==> src/rtl/axi4r_chk_buffer_pkg.sv <==
// -----------------------------------------------------------------------------
// axi4r_chk_buffer_pkg
// Shared types and constants for the AXI4 read-data buffer and burst checker.
//   AXI_DATA_W / AXI_ID_W / AXI_LEN_W : default R-channel field widths
//   RESP_*                            : RRESP encodings
//   axi4r_beat_t                      : one R beat {id, data, resp, last}
// -----------------------------------------------------------------------------
package axi4r_chk_buffer_pkg;

  localparam int AXI_DATA_W = 64;
  localparam int AXI_ID_W   = 1;
  localparam int AXI_LEN_W  = 8;

  localparam logic [1:0] RESP_OKAY   = 2'b00;
  localparam logic [1:0] RESP_EXOKAY = 2'b01;
  localparam logic [1:0] RESP_SLVERR = 2'b10;
  localparam logic [1:0] RESP_DECERR = 2'b11;

  typedef struct packed {
    logic [AXI_ID_W-1:0]   id;
    logic [AXI_DATA_W-1:0] data;
    logic [1:0]            resp;
    logic                  last;
  } axi4r_beat_t;

endpackage

==> src/rtl/axi4r_chk_buffer_if.sv <==
// -----------------------------------------------------------------------------
// axi4r_chk_buffer_if
// Bundles the AR observation signals, the slave-side R channel (s_r*) and the
// master-side R channel (m_r*) around the buffer.
//   modport slave  : the buffer's view (accepts AR/s_r*, drives m_r*)
//   modport master : the environment's view (drives AR/s_r*, consumes m_r*)
// -----------------------------------------------------------------------------
interface axi4r_chk_buffer_if #(
  parameter int DATA_W = 64,
  parameter int ID_W   = 1,
  parameter int LEN_W  = 8
);

  logic              ar_valid;
  logic              ar_ready;
  logic [LEN_W-1:0]  ar_len;

  logic [ID_W-1:0]   s_rid;
  logic [DATA_W-1:0] s_rdata;
  logic [1:0]        s_rresp;
  logic              s_rlast;
  logic              s_rvalid;
  logic              s_rready;

  logic [ID_W-1:0]   m_rid;
  logic [DATA_W-1:0] m_rdata;
  logic [1:0]        m_rresp;
  logic              m_rlast;
  logic              m_rvalid;
  logic              m_rready;

  modport slave (
    input  ar_valid, ar_len,
    input  s_rid, s_rdata, s_rresp, s_rlast, s_rvalid,
    input  m_rready,
    output ar_ready, s_rready,
    output m_rid, m_rdata, m_rresp, m_rlast, m_rvalid
  );

  modport master (
    output ar_valid, ar_len,
    output s_rid, s_rdata, s_rresp, s_rlast, s_rvalid,
    output m_rready,
    input  ar_ready, s_rready,
    input  m_rid, m_rdata, m_rresp, m_rlast, m_rvalid
  );

endinterface

==> src/rtl/axi4r_chk_buffer_sync_fifo.sv <==
// -----------------------------------------------------------------------------
// axi4r_chk_buffer_sync_fifo
// Pointer + occupancy-count synchronous FIFO. full/empty come straight from the
// registered count, so there is no combinational path from pop to full.
//   clk, rst_n : clock, asynchronous active-low reset
//   push/wdata : write request (ignored when full)
//   pop        : read request (ignored when empty)
//   rdata      : head entry (zero after reset)
//   full/empty : occupancy flags
// -----------------------------------------------------------------------------
module axi4r_chk_buffer_sync_fifo #(
  parameter int WIDTH = 8,
  parameter int DEPTH = 4
) (
  input  logic             clk,
  input  logic             rst_n,
  input  logic             push,
  input  logic [WIDTH-1:0] wdata,
  input  logic             pop,
  output logic [WIDTH-1:0] rdata,
  output logic             full,
  output logic             empty
);

  localparam int AW = $clog2(DEPTH);
  localparam logic [AW:0] FULL_CNT = (AW+1)'(DEPTH);

  logic [WIDTH-1:0] mem_r [DEPTH];
  logic [AW-1:0]    wr_ptr_r;
  logic [AW-1:0]    rd_ptr_r;
  logic [AW:0]      count_r;
  logic             push_ok_s;
  logic             pop_ok_s;

  assign full      = (count_r == FULL_CNT);
  assign empty     = (count_r == (AW+1)'(0));
  assign push_ok_s = push && !full;
  assign pop_ok_s  = pop && !empty;
  assign rdata     = mem_r[rd_ptr_r];

  // Storage array; cleared on reset so the head reads as zero when idle.
  always_ff @(posedge clk or negedge rst_n) begin
    if (!rst_n) begin
      for (int i = 0; i < DEPTH; i++) begin
        mem_r[i] <= '0;
      end
    end else if (push_ok_s) begin
      mem_r[wr_ptr_r] <= wdata;
    end else begin
      mem_r[wr_ptr_r] <= mem_r[wr_ptr_r];
    end
  end

  // Pointers wrap naturally because DEPTH is a power of two.
  always_ff @(posedge clk or negedge rst_n) begin
    if (!rst_n) begin
      wr_ptr_r <= '0;
      rd_ptr_r <= '0;
    end else begin
      if (push_ok_s) begin
        wr_ptr_r <= wr_ptr_r + AW'(1);
      end
      if (pop_ok_s) begin
        rd_ptr_r <= rd_ptr_r + AW'(1);
      end
    end
  end

  // Occupancy count; a simultaneous push and pop leaves it unchanged.
  always_ff @(posedge clk or negedge rst_n) begin
    if (!rst_n) begin
      count_r <= '0;
    end else begin
      case ({push_ok_s, pop_ok_s})
        2'b10:   count_r <= count_r + (AW+1)'(1);
        2'b01:   count_r <= count_r - (AW+1)'(1);
        default: count_r <= count_r;
      endcase
    end
  end

endmodule

==> src/rtl/axi4r_chk_buffer.sv <==
// -----------------------------------------------------------------------------
// axi4r_chk_buffer
// AXI4 R-channel buffer with burst-length checking. R beats from the slave are
// stored in a DEPTH-entry FIFO and forwarded unchanged to the master one cycle
// after acceptance. Every accepted AR length is queued (OUTST entries); each
// accepted R beat is checked against the head length and sticky error flags
// record early RLAST, missing RLAST and beats arriving with no burst pending.
//   clk, rst_n  : clock, asynchronous active-low reset
//   bus         : AR observation + s_r* input channel + m_r* output channel
//   err_clr     : clears all sticky error flags (wins over a same-cycle error)
//   err_early   : RLAST seen before beat len+1
//   err_miss    : beat len+1 seen without RLAST
//   err_unexp   : R beat accepted while no burst length was queued
//   beat_cnt    : beats accepted so far in the current burst
// -----------------------------------------------------------------------------
module axi4r_chk_buffer
  import axi4r_chk_buffer_pkg::*;
#(
  parameter int DATA_W = AXI_DATA_W,
  parameter int ID_W   = AXI_ID_W,
  parameter int LEN_W  = AXI_LEN_W,
  parameter int DEPTH  = 4,
  parameter int OUTST  = 4
) (
  input  logic                  clk,
  input  logic                  rst_n,
  axi4r_chk_buffer_if.slave     bus,
  input  logic                  err_clr,
  output logic                  err_early,
  output logic                  err_miss,
  output logic                  err_unexp,
  output logic [LEN_W-1:0]      beat_cnt
);

  localparam int BEAT_W = ID_W + DATA_W + 3;

  logic [BEAT_W-1:0] beat_in_s;
  logic [BEAT_W-1:0] beat_out_s;
  logic              beat_full_s;
  logic              beat_empty_s;
  logic              beat_push_s;
  logic              beat_pop_s;

  logic [LEN_W-1:0]  len_head_s;
  logic              len_full_s;
  logic              len_empty_s;
  logic              len_push_s;
  logic              len_pop_s;

  logic [LEN_W-1:0]  beat_cnt_r;
  logic [LEN_W-1:0]  cnt_nxt_s;
  logic              early_evt_s;
  logic              miss_evt_s;
  logic              unexp_evt_s;
  logic              err_early_r;
  logic              err_miss_r;
  logic              err_unexp_r;

  // ---------------- handshake glue ----------------
  assign beat_in_s   = {bus.s_rid, bus.s_rdata, bus.s_rresp, bus.s_rlast};
  assign bus.s_rready = !beat_full_s;
  assign beat_push_s = bus.s_rvalid && !beat_full_s;
  assign beat_pop_s  = !beat_empty_s && bus.m_rready;

  assign {bus.m_rid, bus.m_rdata, bus.m_rresp, bus.m_rlast} = beat_out_s;
  assign bus.m_rvalid = !beat_empty_s;

  assign bus.ar_ready = !len_full_s;
  assign len_push_s   = bus.ar_valid && !len_full_s;

  axi4r_chk_buffer_sync_fifo #(
    .WIDTH (BEAT_W),
    .DEPTH (DEPTH)
  ) u_beat_fifo (
    .clk   (clk),
    .rst_n (rst_n),
    .push  (beat_push_s),
    .wdata (beat_in_s),
    .pop   (beat_pop_s),
    .rdata (beat_out_s),
    .full  (beat_full_s),
    .empty (beat_empty_s)
  );

  axi4r_chk_buffer_sync_fifo #(
    .WIDTH (LEN_W),
    .DEPTH (OUTST)
  ) u_len_fifo (
    .clk   (clk),
    .rst_n (rst_n),
    .push  (len_push_s),
    .wdata (bus.ar_len),
    .pop   (len_pop_s),
    .rdata (len_head_s),
    .full  (len_full_s),
    .empty (len_empty_s)
  );

  // ---------------- burst checker ----------------
  // Classify each accepted beat against the head length. The length queue's
  // empty flag is registered, so an AR accepted this very cycle is not yet
  // visible to a same-cycle beat.
  always_comb begin
    cnt_nxt_s   = beat_cnt_r;
    len_pop_s   = 1'b0;
    early_evt_s = 1'b0;
    miss_evt_s  = 1'b0;
    unexp_evt_s = 1'b0;
    if (beat_push_s) begin
      if (len_empty_s) begin
        unexp_evt_s = 1'b1;
      end else if (beat_cnt_r < len_head_s) begin
        if (bus.s_rlast) begin
          early_evt_s = 1'b1;
          len_pop_s   = 1'b1;
          cnt_nxt_s   = '0;
        end else begin
          cnt_nxt_s   = beat_cnt_r + LEN_W'(1);
        end
      end else begin
        // Final expected beat: burst ends either way, flag if RLAST is absent.
        len_pop_s  = 1'b1;
        cnt_nxt_s  = '0;
        miss_evt_s = !bus.s_rlast;
      end
    end else begin
      cnt_nxt_s = beat_cnt_r;
    end
  end

  // Beat counter within the current burst.
  always_ff @(posedge clk or negedge rst_n) begin
    if (!rst_n) begin
      beat_cnt_r <= '0;
    end else begin
      beat_cnt_r <= cnt_nxt_s;
    end
  end

  // Sticky error flags; a clear request discards any same-cycle new error.
  always_ff @(posedge clk or negedge rst_n) begin
    if (!rst_n) begin
      err_early_r <= 1'b0;
      err_miss_r  <= 1'b0;
      err_unexp_r <= 1'b0;
    end else if (err_clr) begin
      err_early_r <= 1'b0;
      err_miss_r  <= 1'b0;
      err_unexp_r <= 1'b0;
    end else begin
      err_early_r <= err_early_r | early_evt_s;
      err_miss_r  <= err_miss_r  | miss_evt_s;
      err_unexp_r <= err_unexp_r | unexp_evt_s;
    end
  end

  assign err_early = err_early_r;
  assign err_miss  = err_miss_r;
  assign err_unexp = err_unexp_r;
  assign beat_cnt  = beat_cnt_r;

endmodule

==> src/flat_wrapper.sv <==
// flat-port wrapper written by rule: the top's interface ports become plain ports
module axi4r_chk_buffer_flat import axi4r_chk_buffer_pkg::*;
#(
  parameter int DATA_W = AXI_DATA_W,
  parameter int ID_W   = AXI_ID_W,
  parameter int LEN_W  = AXI_LEN_W,
  parameter int DEPTH  = 4,
  parameter int OUTST  = 4
)
  (clk, rst_n, err_clr, err_early, err_miss, err_unexp, beat_cnt, bus_ar_valid, bus_ar_len, bus_s_rid, bus_s_rdata, bus_s_rresp, bus_s_rlast, bus_s_rvalid, bus_m_rready, bus_ar_ready, bus_s_rready, bus_m_rid, bus_m_rdata, bus_m_rresp, bus_m_rlast, bus_m_rvalid);
  axi4r_chk_buffer_if #(.DATA_W(DATA_W), .ID_W(ID_W), .LEN_W(LEN_W)) bus_i ();
  input  logic clk;
  input  logic rst_n;
  input  logic err_clr;
  output logic err_early;
  output logic err_miss;
  output logic err_unexp;
  output logic [LEN_W-1:0] beat_cnt;
  input wire logic [$bits(bus_i.ar_valid)-1:0] bus_ar_valid;
  input wire logic [$bits(bus_i.ar_len)-1:0] bus_ar_len;
  input wire logic [$bits(bus_i.s_rid)-1:0] bus_s_rid;
  input wire logic [$bits(bus_i.s_rdata)-1:0] bus_s_rdata;
  input wire logic [$bits(bus_i.s_rresp)-1:0] bus_s_rresp;
  input wire logic [$bits(bus_i.s_rlast)-1:0] bus_s_rlast;
  input wire logic [$bits(bus_i.s_rvalid)-1:0] bus_s_rvalid;
  input wire logic [$bits(bus_i.m_rready)-1:0] bus_m_rready;
  output wire logic [$bits(bus_i.ar_ready)-1:0] bus_ar_ready;
  output wire logic [$bits(bus_i.s_rready)-1:0] bus_s_rready;
  output wire logic [$bits(bus_i.m_rid)-1:0] bus_m_rid;
  output wire logic [$bits(bus_i.m_rdata)-1:0] bus_m_rdata;
  output wire logic [$bits(bus_i.m_rresp)-1:0] bus_m_rresp;
  output wire logic [$bits(bus_i.m_rlast)-1:0] bus_m_rlast;
  output wire logic [$bits(bus_i.m_rvalid)-1:0] bus_m_rvalid;
  assign bus_i.ar_valid = bus_ar_valid;
  assign bus_i.ar_len = bus_ar_len;
  assign bus_i.s_rid = bus_s_rid;
  assign bus_i.s_rdata = bus_s_rdata;
  assign bus_i.s_rresp = bus_s_rresp;
  assign bus_i.s_rlast = bus_s_rlast;
  assign bus_i.s_rvalid = bus_s_rvalid;
  assign bus_i.m_rready = bus_m_rready;
  assign bus_ar_ready = bus_i.ar_ready;
  assign bus_s_rready = bus_i.s_rready;
  assign bus_m_rid = bus_i.m_rid;
  assign bus_m_rdata = bus_i.m_rdata;
  assign bus_m_rresp = bus_i.m_rresp;
  assign bus_m_rlast = bus_i.m_rlast;
  assign bus_m_rvalid = bus_i.m_rvalid;
  axi4r_chk_buffer #(.DATA_W(DATA_W), .ID_W(ID_W), .LEN_W(LEN_W), .DEPTH(DEPTH), .OUTST(OUTST)) u_core (.clk(clk), .rst_n(rst_n), .bus(bus_i), .err_clr(err_clr), .err_early(err_early), .err_miss(err_miss), .err_unexp(err_unexp), .beat_cnt(beat_cnt));
endmodule
==> config.mk <==
export PLATFORM = sky130hd
export DESIGN_NAME = axi4r_chk_buffer_flat
export DESIGN_NICKNAME = d
export VERILOG_FILES = /design/src/rtl/axi4r_chk_buffer_pkg.sv /design/src/rtl/axi4r_chk_buffer_if.sv /design/src/rtl/axi4r_chk_buffer_sync_fifo.sv /design/src/rtl/axi4r_chk_buffer.sv /design/src/flat_wrapper.sv
export SDC_FILE = /design/constraint.sdc
export NUM_CORES = 1
export LEC_CHECK = 0
export BUFFER_PORTS_ARGS = -buffer_cell sky130_fd_sc_hd__buf_2
export CAP_MARGIN = 20
export CORE_MARGIN = 3
export CORE_UTILIZATION = 60
export CTS_CLUSTER_DIAMETER = 40
export DETAILED_ROUTE_END_ITERATION = 10
export GPL_ROUTABILITY_DRIVEN = 0
export PLACE_DENSITY = 0.81
export SYNTH_ARGS = -nofsm -noshare
export SYNTH_HDL_FRONTEND = slang
export SYNTH_HIERARCHICAL = 1
export SYNTH_SLANG_ARGS = --single-unit
==> constraint.sdc <==
create_clock -name clk -period 3.8 [get_ports clk]
set_input_delay 0.19 -clock clk [delete_from_list [all_inputs] [get_ports clk]]
set_output_delay 0.19 -clock clk [all_outputs]
set_load 0.01 [all_outputs]
==> out/qor.txt <==
max_slew headroom -> 22.3%
Post-Syn Nets -> 1610
fin area -> 20000 sq um
Core Area -> 28100 sq um
total iterations of the first detailed-routing run -> 5
Hold Path Class -> in -> reg
period utilisation layout -> 91.0%
pins over their slew limit -> 0
Yosys reg bits -> 329
Simple-Gate Fraction of Synth Area -> 10.1%
critical-path maximum fanout -> 10
Pwr Total -> 22.1 mW
outcome -> complete, no violations
setup_tns -> 0 ps
CP Launch Type -> flop
Final Critical Period -> 3460 ps
Final Setup Violations -> 0
antenna viol nets, final -> 0
synthesized cell area -> 17300 sq um
# IOs -> 164
Root Driver -> clkbuf_16
WL final -> 46.3 mm
most frequent cells in the layout -> dfrtp_1, nor2_1, a31oi_1, buf_2, mux4_2
Setup WS pre-CTS -> 220 ps
Post-Synthesis Cells -> 1508
clock slew seen by the registers of the worst setup and hold paths -> 60 ps
CTS tree -> done
Tot GR Track Use -> 30.4%
ANT cells -> 0
Cell Area, Placed -> 18300 sq um
total grt overflow -> 0
post-synthesis mux area share -> 20.1%
first-pass GRT wire length -> 75.4 mm
Initial Util -> 61.4%
fin nets -> 1715
Least-Margin Pin Slew -> 1170 ps
Port-buffer cells -> 163
crit path DAT -> 3930 ps
Max VDD drop -> 0.524 mV
clk buf depth -> 3
num rows -> 61
share of cells above drive strength 1 -> 30.7%
asr flop ratio synth -> 100%
Synth Area in XOR/XNOR -> 0.762%
via count -> 13800
syn avg cell area -> 11.4 sq um
die area -> 30800 sq um
largest family of logic cells by synthesized area -> multiplexers
Synth Area in Compound Gates -> 15.5%
post-synthesis adder-cell area fraction -> 1.54%
worst skew pair latency -> 550 ps
drt via density -> 6.81
Final Worst Setup Slack -> 342 ps
area grow syn2layout -> 15.7%
clk_skew -> 23.9 ps
Post-synth top flop -> dfrtp_1
largest net degree at the start of global routing -> 104
non-filler cells in the finished layout -> 2028
Critical Path RT -> 4270 ps
H-tree Lvls -> 2
WL per Instance -> 22.8 um
initial antenna violation count -> 2
hold slack -> 13.6 ps
number of synthesized flops with an enable pin -> 0
vias in the first global route -> 14400
number of synthesis warnings -> 6
Yosys cell types -> 45
Pwr Density -> 1110 nW/um^2
Starting DRT DRC Count -> 1443
DIE WIDTH -> 176 um
post-DP HPWL -> 26.9 mm
leakage power -> 7.84 nW
dpl cells -> 1937
Final Hold Fails -> 0
final design utilization -> 71.0%
CTS Sinks -> 329
commonest non-fill, non-tap cell in the layout -> dfrtp_1
Max Freq -> 0.289 GHz
Fill cells -> 1964
residual DRC count -> 0
CP Capture Type -> flop
Max Cap Viol -> 0
die height -> 176 um
RSZ-0062 raised after global routing -> no
WS Path Type -> reg -> reg
number of buffers created by CTS -> 46
register area share after synthesis -> 47.7%
==> routing by layer <==
layer / global-route usage, % / wire (um) / vias up
met4: 9.27 / 1020 / 4
li1: - / - / 5975
met3: 5.49 / 3680 / 96
met1: 40.8 / 18200 / 7063
met5: 0 / 27 / -
met2: 51.5 / 23300 / 667
==> logic make-up after synthesis <==
kind of cell	count (synthesis)
buffers and inverters	165
adder cells (fa/ha/maj)	20
multiplexers	156
AO/OA/AOI/OAI	402
XOR/XNOR	15
AND/OR/NAND/NOR	421
flip-flops	329
==> where the power goes <==
group / switching, mW / internal [mW] / leakage [nW]
registers: 1.72 / 5.22 / 3.57
clock network: 1.70 / 2.74 / 0.782
logic: 5.85 / 4.92 / 3.49
==> sequential cells by signal, indices dropped and copies added, names as in the netlist, 2 cells and up <==
register / count
u_core/beat_cnt: 8
u_core/u_len_fifo/count_r: 3
u_core/u_len_fifo/rd_ptr_r: 2
u_core/u_beat_fifo/rd_ptr_r: 2
u_core/u_len_fifo/mem_r: 32
u_core/u_beat_fifo/count_r: 3
u_core/u_beat_fifo/mem_r: 272
u_core/u_beat_fifo/wr_ptr_r: 2
u_core/u_len_fifo/wr_ptr_r: 2
==> area by class of cell <==
class / count / area [sq um] / share of cell area, %
well taps: 378 / 473 / 2.37
multi-input cells: 1014 / 8330 / 41.7
flip-flops and latches: 329 / 8250 / 41.3
clock buffers: 54 / 1210 / 6.07
repair buffers: 194 / 1170 / 5.88
inverters: 28 / 129 / 0.646
clock inverters: 31 / 388 / 1.94
==> worst max-delay path, stage by stage, from the launching register on <==
cell	delay (ps)
dfrtp_2	570
mux4_2	540
inv_1	70
ha_1	140
nand2_1	90
o211ai_1	280
a21oi_2	100
nor2_1	240
o31a_1	260
ha_1	210
inv_1	60
fa_1	380
xor2_1	150
nor2_1	110
xor2_1	160
==> Yosys cell counts, types with 9 or more instances <==
cell | n | area, sq um
a31oi_1 | 305 | 1910
buf_2 | 23 | 115
clkbuf_1 | 89 | 334
dfrtp_1 | 329 | 8230
ha_1 | 18 | 225
inv_1 | 24 | 90.1
mux4_2 | 152 | 3420
nand2_1 | 9 | 33.8
nand3_1 | 82 | 410
nor2_1 | 313 | 1170
o21ai_0 | 12 | 60.1
o21ai_2 | 67 | 587
==> worst paths after layout <==
kind,from,endpoint,slack (ps),cells after the start
min in group asynchronous,rst_n,u_core/u_beat_fifo/mem_r[84],300,2
min reg2reg,u_core/err_early,u_core/err_early,510,2
max reg2reg,u_core/u_len_fifo/rd_ptr_r[0],u_core/u_len_fifo/count_r[2],340,14
max,u_core/u_len_fifo/rd_ptr_r[0],u_core/u_len_fifo/count_r[2],340,14
min,bus_ar_len[3],u_core/u_len_fifo/mem_r[27],10,3
max in group asynchronous,rst_n,u_core/u_beat_fifo/mem_r[49],2430,3
==> timing repair <==
item | in CTS | in global routing
setup buffers | 0 | 0
hold buffers | 6 | 0
resized for setup | 0 | 1
endpoints found under the setup margin | 0 | 1
endpoints found under the hold margin | 112 | 0
Power figures use the tool's default switching activity.
